**config.mk**
```make
export PLATFORM = sky130hd
export DESIGN_NAME = bf_ifetch
export DESIGN_NICKNAME = d
export VERILOG_FILES = /design/src/rtl/bf_ifetch.sv
export SDC_FILE = /design/constraint.sdc
export NUM_CORES = 1
export LEC_CHECK = 0
export ABC_CLOCK_PERIOD_IN_PS = 2250
export CORE_UTILIZATION = 51
export CTS_CLUSTER_SIZE = 40
export DETAILED_ROUTE_END_ITERATION = 7
export PLACE_DENSITY_LB_ADDON = 0.2
export SLEW_MARGIN = 5
export SYNTH_ARGS = -nofsm -noshare
export SYNTH_HDL_FRONTEND = slang
export SYNTH_SLANG_ARGS = --single-unit
```
**constraint.sdc**
```tcl
create_clock -name clk -period 2.25 [get_ports clk]
set_input_delay 0.45 -clock clk [delete_from_list [all_inputs] [get_ports clk]]
set_output_delay 0.45 -clock clk [all_outputs]
set_load 0.01 [all_outputs]
```
**src/rtl/bf_ifetch.sv**
```systemverilog
// bf_ifetch -- instruction-fetch initiator for the bfcpu core.
//
// Fetches program bytes one at a time from the instruction memory and queues
// them in a small prefetch FIFO. The decoder reads the FIFO over a
// valid/ready handshake. A redirect aborts any outstanding fetch, flushes the
// FIFO and restarts fetching at the jump target.
//
// Ports:
//   clk, rst_n                 clock, asynchronous active-low reset
//   i_req, i_addr              fetch request / address (registered)
//   i_ack, i_rdata             memory acknowledge and returned byte
//   redirect, redirect_addr    one-cycle PC load (loop jump)
//   inst_valid, inst_ready     decoder handshake on the FIFO head
//   inst_data, inst_addr       byte and address at the FIFO head
//   fetch_done                 PC is at/after the program end, nothing in flight
//
// state   | meaning
// --------+---------------------------------------------------------------
// ST_GAP  | i_req low; masks a stale ack, then decides REQ / DONE / wait
// ST_REQ  | i_req high at i_addr=PC, waiting for i_ack
// ST_DONE | PC reached program end; idle until a redirect
module bf_ifetch #(
  parameter int unsigned i_addr_width = 16,
  parameter logic [31:0] i_mem_length = 32'd1024,
  parameter int unsigned fifo_depth   = 4
) (
  input  logic                    clk,
  input  logic                    rst_n,
  output logic                    i_req,
  output logic [i_addr_width-1:0] i_addr,
  input  logic                    i_ack,
  input  logic [7:0]              i_rdata,
  input  logic                    redirect,
  input  logic [i_addr_width-1:0] redirect_addr,
  output logic                    inst_valid,
  input  logic                    inst_ready,
  output logic [7:0]              inst_data,
  output logic [i_addr_width-1:0] inst_addr,
  output logic                    fetch_done
);

  localparam int unsigned PTR_W = (fifo_depth > 1) ? $clog2(fifo_depth) : 1;
  localparam int unsigned CNT_W = PTR_W + 1;
  localparam int unsigned CMP_W = (i_addr_width > 32) ? i_addr_width : 32;

  localparam logic [CNT_W-1:0]        FIFO_FULL = CNT_W'(fifo_depth);
  localparam logic [CNT_W-1:0]        CNT_ONE   = CNT_W'(1);
  localparam logic [PTR_W-1:0]        PTR_ONE   = PTR_W'(1);
  localparam logic [i_addr_width-1:0] PC_ONE    = i_addr_width'(1);
  localparam logic [CMP_W-1:0]        END_ADDR  = CMP_W'(i_mem_length);

  typedef enum logic [1:0] {
    ST_GAP  = 2'd0,
    ST_REQ  = 2'd1,
    ST_DONE = 2'd2
  } state_t;

  state_t                  state_q, state_d;
  logic [i_addr_width-1:0] pc_q, pc_d;
  logic                    i_req_q, i_req_d;
  logic [i_addr_width-1:0] i_addr_q, i_addr_d;
  logic                    fetch_done_q, fetch_done_d;

  logic [PTR_W-1:0]        rd_ptr_q, rd_ptr_d;
  logic [PTR_W-1:0]        wr_ptr_q, wr_ptr_d;
  logic [CNT_W-1:0]        count_q, count_d;
  logic [7:0]              data_q [fifo_depth];
  logic [7:0]              data_d [fifo_depth];
  logic [i_addr_width-1:0] addr_q [fifo_depth];
  logic [i_addr_width-1:0] addr_d [fifo_depth];

  logic push;
  logic pop;
  logic has_slot;
  logic at_end;

  // Redirect wins over both ack and pop: the ack belongs to the old stream
  // and the popped entry is being flushed anyway.
  always_comb begin
    pop      = (count_q != '0) && inst_ready && !redirect;
    push     = (state_q == ST_REQ) && i_ack && !redirect;
    // A slot freed by this cycle's pop counts, so a full FIFO being drained
    // does not cost an extra idle cycle.
    has_slot = (count_q != FIFO_FULL) || pop;
    // >= rather than == so a jump past the end also lands in DONE.
    at_end   = (CMP_W'(pc_q) >= END_ADDR);
  end

  always_comb begin
    state_d = state_q;
    pc_d    = pc_q;

    case (state_q)
      ST_GAP: begin
        if (at_end) begin
          state_d = ST_DONE;
        end else if (has_slot) begin
          state_d = ST_REQ;
        end
      end
      ST_REQ: begin
        if (i_ack) begin
          pc_d    = pc_q + PC_ONE;
          state_d = ST_GAP;
        end
      end
      ST_DONE: begin
        state_d = ST_DONE;
      end
      default: begin
        state_d = ST_GAP;
      end
    endcase

    if (redirect) begin
      state_d = ST_GAP;
      pc_d    = redirect_addr;
    end

    i_req_d      = (state_d == ST_REQ);
    fetch_done_d = (state_d == ST_DONE);
    // Address is only loaded as the request rises, so it is stable for the
    // whole REQ phase. REQ is only entered from GAP, where pc_d == pc_q.
    i_addr_d     = i_addr_q;
    if ((state_d == ST_REQ) && (state_q != ST_REQ)) begin
      i_addr_d = pc_d;
    end
  end

  always_comb begin
    rd_ptr_d = rd_ptr_q;
    wr_ptr_d = wr_ptr_q;
    count_d  = count_q;
    data_d   = data_q;
    addr_d   = addr_q;

    if (redirect) begin
      rd_ptr_d = '0;
      wr_ptr_d = '0;
      count_d  = '0;
    end else begin
      if (push) begin
        data_d[wr_ptr_q] = i_rdata;
        addr_d[wr_ptr_q] = pc_q;
        wr_ptr_d         = wr_ptr_q + PTR_ONE;
      end
      if (pop) begin
        rd_ptr_d = rd_ptr_q + PTR_ONE;
      end
      if (push && !pop) begin
        count_d = count_q + CNT_ONE;
      end else if (pop && !push) begin
        count_d = count_q - CNT_ONE;
      end
    end
  end

  always_ff @(posedge clk or negedge rst_n) begin
    if (!rst_n) begin
      state_q      <= ST_GAP;
      pc_q         <= '0;
      i_req_q      <= 1'b0;
      i_addr_q     <= '0;
      fetch_done_q <= 1'b0;
      rd_ptr_q     <= '0;
      wr_ptr_q     <= '0;
      count_q      <= '0;
      for (int i = 0; i < int'(fifo_depth); i++) begin
        data_q[i] <= '0;
        addr_q[i] <= '0;
      end
    end else begin
      state_q      <= state_d;
      pc_q         <= pc_d;
      i_req_q      <= i_req_d;
      i_addr_q     <= i_addr_d;
      fetch_done_q <= fetch_done_d;
      rd_ptr_q     <= rd_ptr_d;
      wr_ptr_q     <= wr_ptr_d;
      count_q      <= count_d;
      data_q       <= data_d;
      addr_q       <= addr_d;
    end
  end

  assign i_req      = i_req_q;
  assign i_addr     = i_addr_q;
  assign fetch_done = fetch_done_q;
  assign inst_valid = (count_q != '0);
  assign inst_data  = data_q[rd_ptr_q];
  assign inst_addr  = addr_q[rd_ptr_q];

endmodule

```
; ---- Word-level counts from Yosys, hierarchy flattened
; Cells that the tools add are included.
[word_totals]
register_bits = 139
output_inout_bits = 43
elab_cells = 79
[op_classes]
add_sub_neg = 5
n_lt_le_gt_ge = 4
eq_ne = 6
muxes = 27
n_bitwise = 3
n_reduce_logical = 18
[op_table]
columns = cell, n
row1 = 16-bit two-way mux, 6
row2 = 64-bit bitwise mux, 1
row3 = 16-bit binary-select mux with 2-bit select, 1
row4 = 32-bit bitwise mux, 1
row5 = 16-bit demux with 2-bit select, 1
row6 = 8-bit two-way mux, 3
row7 = "16-bit by 1-bit adder with 16-bit output, second input constant", 1
row8 = 8-bit binary-select mux with 2-bit select, 1
row9 = 8-bit demux with 2-bit select, 1
row10 = "16-bit by 11-bit >= comparator with 1-bit output, second input constant", 1
row11 = 2-bit two-way mux, 8
row12 = 3-bit two-way mux, 3
row13 = 1-bit logical AND, 8
row14 = "3-bit >= comparator, second input constant", 2
row15 = 2-bit NOT with 3-bit output, 2
row16 = 2-bit one-hot mux with 3 select lines, 1
row17 = 3-bit nonzero test, 2
row18 = "2-bit by 1-bit adder with 2-bit output, second input constant", 2
row19 = "2-bit by 1-bit equality test with 1-bit output, second input constant", 2
row20 = "2-bit equality test, second input constant", 2
row21 = 2-bit nonzero test, 2
row22 = "3-bit by 1-bit adder with 3-bit output, second input constant", 1
row23 = 1-bit zero test, 3
row24 = "3-bit by 1-bit < comparator with 1-bit output, second input constant", 1
row25 = other kinds (7), 7

; ---- Depth between registers and ports, before layout
; Gate-level depths: netlist of the first run.
[logic_depth]
depth_word = 10
ltp_mapped = 7

; ---- Worst setup path before layout of the first run
; No wires, ideal clock.
[synth_timing]
path_kind = reg-to-output
startpoint = register rd_ptr_q[0]
endpoint = output port inst_addr[0]
arrival_ns = 1.852
t_required_ns = 1.800
setup_slack_ns = -0.052
path_stages_with_launch = 4
n_path_buf = 2
path_cell_list = dfrtp_1 -> clkbuf_1 -> buf_1 -> mux4_2
[synth_via]
elab_chain_cells = 4
[synth_rtl]
columns = element, line
row1 = "start, declared", 64  ; logic [PTR_W-1:0] rd_ptr_q, rd_ptr_d;
row2 = "start signal, assigned", 178  ; rd_ptr_q <= rd_ptr_d;
row3 = 2-bit NOT with 3-bit output (not written as such), 191  ; assign inst_addr = addr_q[rd_ptr_q];
row4 = 16-bit binary-select mux with 2-bit select, 191
row5 = 16-bit two-way mux (not written as such) (2 in series), 191
row6 = "end, declared", 38  ; output logic [i_addr_width-1:0] inst_addr,
; No other way between the ends. The select of a mux whose other input is x is not followed.

; ---- Worst setup path after layout of the first run
[layout_timing]
startpoint = register rd_ptr_q[0]
endpoint = output port inst_addr[7]
; The elaborated chain is that of the path after synthesis.

==> qor.txt, run 1 <==
I/O pin count - 72
drt drc - 0
TritonCTS Buffers - 17
CTS max path bufs - 2
overall die area - 12700 um^2
Tcrit/Tclk final - 97.8%
worst hold margin - 28.7 ps
Via density - 5.53
Syn Std Cell Area - 6240 um^2
number of cells on the worst reg-to-reg path - 4
number of global-route vias before repair - 4130
Seq pwr share - 41.3%
Most Frequent Cell on Critical Path - buf_12
total wire length - 13100 um
CTS clk-pin slew, worst paths - 50 ps
CTS tree - built
Gate power share - 17.0%
largest net degree at the start of global routing - 72
Root Buffer - clkbuf_16
Post-Layout Inst Area - 7860 um^2
via count - 3784
post-route minimum period - 2200 ps
CTS HTree Levels - 4
pre-CTS WS - -30.1 ps
status - completed
GRT Total Usage - 22.8%
Final Hold Fails - 0
Initial DRT Pass Iterations - 4
Internal - 5.02 mW
Worst R2R Start - pc_q[12]$_DFF_PN0_
clk_lat worst skew - 420 ps
core area - 12000 um^2
crit-path cells - buf_12 > buf_12 > mux4_2 > buf_6
switching power - 1.61 mW
Final ANT Viol Nets - 0
Worst EP required - 1800 ps
first-pass GRT wire length - 21500 um
kind of critical path - reg2out
Sink Count - 139
Horiz. Die Dim - 113 um
yosys warns - 0
PortBufs - 71
Max Fclk - 455 MHz
CP max stage delay - 530 ps
layout cells sized above 1 - 43.6%
Layout fillers - 869
Startpoint Class - register
skew final - 8.29 ps
Total Power - 6.64 mW
Initial Util - 52.1%
Distinct cells, synth - 41
grt total ovfl - 0
synthesized net count - 467
Min-Delay Path Class - in2async
Lkg Pwr - 3.80 nW
Final setup viols - 0
post-route worst setup slack - 50.6 ps
Power per Cell Area - 845 nW/um^2
average wire per standard cell - 19.2 um
Synth Register Bits - 139
clock power share - 41.8%
Crit. End Element - primary output
setup total negative slack - 0 ps
Post-Syn Area per Cell - 14.5 um^2
Slew Limit Fails - 0
Vert. Die Dim - 113 um
CTS Hold Buffers Added - 0
crit path max-delay cell type - mux4_2
post-synthesis sequential area ratio - 55.8%
fin nets - 560
RD Place Congestion - 0.815
unrepaired setup endpoints after global routing - yes
Worst VDD drop - 0.599 mV
Mapped Cells - 431
Max-slew headroom - 73.8%
worst path arrival time - 1750 ps
slew of the pin with the lowest slew margin - 388 ps
sw frac - 24.3%
max_cap viols - 0
FF-to-FF End - i_addr[9]$_DFFE_PN0P_
placed instance area - 7320 um^2
Initial DRC Count - 159
worst-path fanout max - 9
Rows - 40
antenna violations before repair - 0
area delta synth->final - 26.0%
DP Wirelength - 8600 um
flop2flop setup slack - 140 ps
Ant. Diodes - 0
## timing repair
| item | 4_1_cts | 5_1_grt |
|---|---|---|
| setup endpoints to repair | 24 | 1 |
| gates resized for setup | 97 | 1 |
| gates cloned | 1 | 0 |
| setup buffers | 2 | 0 |
| pin swaps | 0 | 0 |
## layout by cell type, fill, tap and decap left out, types with 9 or more instances in the layout
master	instances
mux2_2	111
nor2_1	15
dfrtp_1	138
mux4_2	24
buf_12	9
clkdlybuf4s50_1	46
clkbuf_16	17
nand2_1	19
xor2_1	9
nor3_1	9
buf_2	23
buf_4	23
clkbuf_8	9
## power by group through the flow
stage                     registers, mW  logic [mW]  clock network, mW
after global routing               2.76        1.22               2.93
after CTS                          2.74        1.14               2.84
after detailed placement           2.79        1.05                  0
after global placement             2.78        1.04                  0
after floorplan                    2.75       0.587                  0
final                              2.74        1.13               2.77
## synthesized netlist by cell type
master / n / area (um^2)
buf_8: 1 / 15.0
xor2_1: 9 / 78.8
dfrtp_1: 139 / 3480
fa_1: 1 / 20.0
nor4_1: 6 / 37.5
a211oi_1: 1 / 7.51
or4b_1: 1 / 10.0
buf_6: 2 / 22.5
or4_4: 1 / 11.3
mux2_4: 1 / 15.0
o21a_1: 2 / 15.0
and3_1: 1 / 6.26
nor4b_1: 1 / 8.76
nand2_1: 19 / 71.3
buf_1: 10 / 37.5
o31a_1: 2 / 17.5
and2_2: 6 / 45.0
buf_4: 1 / 7.51
nor3_1: 9 / 45.0
clkbuf_1: 15 / 56.3
and2_1: 1 / 6.26
mux2_2: 111 / 1250
o21ai_0: 7 / 35.0
nor2b_1: 2 / 12.5
ha_1: 6 / 75.1
xnor2_1: 7 / 61.3
mux2i_1: 4 / 40.0
nand3_1: 2 / 10.0
nand4_1: 5 / 31.3
a21oi_1: 1 / 5.00
inv_1: 7 / 26.3
clkbuf_2: 1 / 5.00
nor3b_1: 2 / 15.0
or3_1: 2 / 12.5
mux4_2: 24 / 541
or2b_1: 1 / 7.51
a22oi_1: 2 / 15.0
nand4b_1: 1 / 8.76
nand3b_1: 1 / 7.51
nor2_1: 15 / 56.3
a221o_1: 1 / 10.0
## worst max-delay path by stage
stage                                  startpoint                     end  slack, ps
after global routing      rd_ptr_q[0]$_DFFE_PN0P_            inst_addr[7]         -1
after global placement                      i_ack      pc_q[14]$_DFF_PN0_        -20
after detailed placement                    i_ack  addr_q[57]$_DFFE_PN0P_        -30
after CTS                  count_q[1]$_DFFE_PN0P_              inst_valid         20
after floorplan                pc_q[12]$_DFF_PN0_   i_addr[9]$_DFFE_PN0P_         20
final                     rd_ptr_q[0]$_DFFE_PN0P_            inst_addr[7]         50
## worst max-delay path, delay by kind of cell, from the launching register on
family	cells	cell delay (ps)
flops	1	390
mux	1	530
buf+inv	3	400
## metal layers
metal	routed length [um]	GRT usage, %	vias up
met5	0	0	-
met4	252	10.4	0
met3	567	5.94	21
met2	6570	36.6	88
met1	5720	29.3	1942
li1	-	-	1733
## kinds of logic (layout without fill, tap and decap cells)
logic type,Yosys count,after routing,synth area share (%)
mux,140,140,29.6
compound gates,16,16,1.68
flops,139,139,55.8
buf+inv,37,143,2.73
xor+xnor,16,16,2.25
simple gates,76,76,6.46
fa+ha+maj,7,7,1.52
## layout make-up
type                            count  area (um^2)  share of cell area, %
Clock buffer                       26          549                   6.99
Timing Repair Buffer              104          978                   12.4
Tap cell                          147          184                   2.34
Sequential cell                   139         3480                   44.3
Inverter                            7         26.3                  0.334
Multi-Input combinational cell    255         2590                   32.9
Clock inverter                      6         55.1                  0.700
## through the flow
stage               util, %  instances
finish                 65.7        684
global route           65.7        684
CTS                    65.7        684
detailed placement     61.2        649
global placement       61.2        649
floorplan                 -        431
## sequential cells by signal, summed over array words and instances, names as in the netlist
name and count:
data_q 32, state_q 2, fetch_done 1, pc_q 16, rd_ptr_q 2, i_req 1, wr_ptr_q 2, count_q 3
addr_q 64, i_addr 16
Note: power is estimated with default switching activity, not from simulation.
==> run 2, diff against run 1 <==
MAX_ROUTING_LAYER = met4   (was default)
SETUP_SLACK_MARGIN = 0.15   (was default)
==> run 2 against run 1 <==
Net effect:
- hold slack better by 380 ps
- via count up 2.6%
- setup slack better by 20 ps
- final area up 3.0%
- combinational power up 7%
- largest cell class unchanged
==> qor.txt, run 2 (synthesis gave the netlist of run 1 again) <==
status - completed
sw frac - 23.5%
Max-slew headroom - 68.2%
RD Place Congestion - 0.805
most frequent cells in the layout - dfrtp_1 (138), mux2_2 (111), clkdlybuf4s50_1 (45), buf_4 (29), mux4_2 (24)
grt total ovfl - 0
CTS clk-pin slew, worst paths - 50 ps
Worst EP required - 1800 ps
layout cells sized above 1 - 44.4%
Horiz. Die Dim - 113 um
skew final - 5.05 ps
kind of critical path - reg2out
antenna violations before repair - 0
number of global-route vias before repair - 4152
Worst VDD drop - 0.766 mV
core area - 12000 um^2
CTS tree - built
Root Buffer - clkbuf_16
Internal - 5.26 mW
Seq pwr share - 39.8%
Via density - 5.58
switching power - 1.61 mW
largest net degree at the start of global routing - 72
Tcrit/Tclk final - 96.8%
Min-Delay Path Class - in2async
Startpoint Class - register
max reg flops - 64
Sink Count - 139
clk_lat worst skew - 410 ps
Initial DRC Count - 172
unrepaired setup endpoints after global routing - yes
DP Wirelength - 8700 um
setup total negative slack - 0 ps
Initial Util - 52.1%
via count - 3884
Final Hold Fails - 0
worst path arrival time - 1730 ps
overall die area - 12700 um^2
slew of the pin with the lowest slew margin - 470 ps
Final setup viols - 0
Layout fillers - 874
biggest regs - addr_q (64), data_q (32)
max_cap viols - 0
number of cells on the worst reg-to-reg path - 4
fin nets - 572
worst-path fanout max - 7
CTS HTree Levels - 4
Rows - 40
GRT Total Usage - 23.5%
Crit. End Element - primary output
drt drc - 0
Slew Limit Fails - 0
Vert. Die Dim - 113 um
Ant. Diodes - 0
first-pass GRT wire length - 21600 um
Lkg Pwr - 3.89 nW
clock power share - 42.5%
Gate power share - 17.6%
total wire length - 13000 um
TritonCTS Buffers - 17
Power per Cell Area - 849 nW/um^2
Biggest register - addr_q
fin cells - 696
CTS max path bufs - 2
area delta synth->final - 29.8%
I/O pin count - 72
average wire per standard cell - 18.6 um
Final ANT Viol Nets - 0
Max Fclk - 459 MHz
most common cell after layout, fill and taps aside - dfrtp_1
PortBufs - 71
Worst R2R Start - pc_q[11]$_DFF_PN0_
FF-to-FF End - i_addr[9]$_DFFE_PN0P_
Initial DRT Pass Iterations - 4
flop2flop setup slack - 200 ps
post-route minimum period - 2180 ps
placed cell count - 654
==> run 2: cell count changes in the layout (fill, tap and decap cells not counted), moves of 2 or more <==
cell	before	now
clkbuf_8	9	7
bufinv_16	1	3
buf_4	23	29
clkbuf_1	0	2
buf_8	0	4
buf_2	23	8
clkinv_2	5	3
buf_6	2	19
==> run 2: layout make-up <==
cell class	instances	area, um^2	area share [%]
Clock inverter	6	105	1.30
Timing Repair Buffer	116	1180	14.6
Inverter	7	26.3	0.324
Clock buffer	26	529	6.54
Multi-Input combinational cell	255	2590	32.0
Tap cell	147	184	2.27
Sequential cell	139	3480	43.0
==> run 2: worst max-delay path: stages, from the launching register on <==
cell and delay [ps]:
dfrtp_2 400, buf_6 120, buf_12 130, mux4_2 530, buf_6 140
==> run 2: what timing repair did <==
| item | CTS | global route |
|---|---|---|
| hold endpoints to repair | 7 | 0 |
| endpoints found under the setup margin | 30 | 32 |
| gates resized for setup | 119 | 8 |
| hold buffers | 1 | 0 |
| buffers inserted | 7 | 2 |
==> run 2: power by group through the flow <==
stage,clock network (mW),logic [mW],registers (mW)
after floorplan,0,0.587,2.75
after global placement,0,1.03,2.79
after detailed placement,0,1.06,2.80
after CTS,2.98,1.20,2.74
after global routing,3.09,1.32,2.76
final,2.93,1.21,2.74
==> run 2: per-layer routing <==
layer | global-route usage, % | vias to the layer above | wire [um]
met5 | - | - | 0
met4 | 7.73 | 0 | 222
met3 | 6.05 | 16 | 482
met2 | 38.4 | 81 | 6680
met1 | 28.6 | 2013 | 5590
li1 | - | 1774 | -
==> run 2: worst max path at each step <==
stage                             from                    end  slack [ps]
2_1_floorplan       pc_q[13]$_DFF_PN0_  i_addr[9]$_DFFE_PN0P_          40
3_3_place_gp                     i_ack  i_addr[5]$_DFFE_PN0P_         -20
3_5_place_dp                     i_ack  i_addr[5]$_DFFE_PN0P_        -100
4_1_cts        rd_ptr_q[0]$_DFFE_PN0P_           inst_addr[5]          50
5_1_grt        rd_ptr_q[0]$_DFFE_PN0P_           inst_addr[5]           8
6_report       rd_ptr_q[0]$_DFFE_PN0P_           inst_addr[5]          70
==> run 2: stage by stage <==
| step | utilization (%) | power [mW] | hold slack (ps) | cell area [um^2] | worst slack, ps |
|---|---|---|---|---|---|
| floorplan | - | 3.33 | 154 | 6240 | 42.9 |
| global placement | 61.5 | 3.83 | 261 | 7350 | -17.9 |
| detailed placement | 61.5 | 3.86 | 261 | 7350 | -98.8 |
| CTS | 67.3 | 6.92 | 395 | 8050 | 47.4 |
| global route | 67.7 | 7.16 | 403 | 8100 | 7.87 |
| finish | 67.7 | 6.88 | 405 | 8100 | 71.0 |
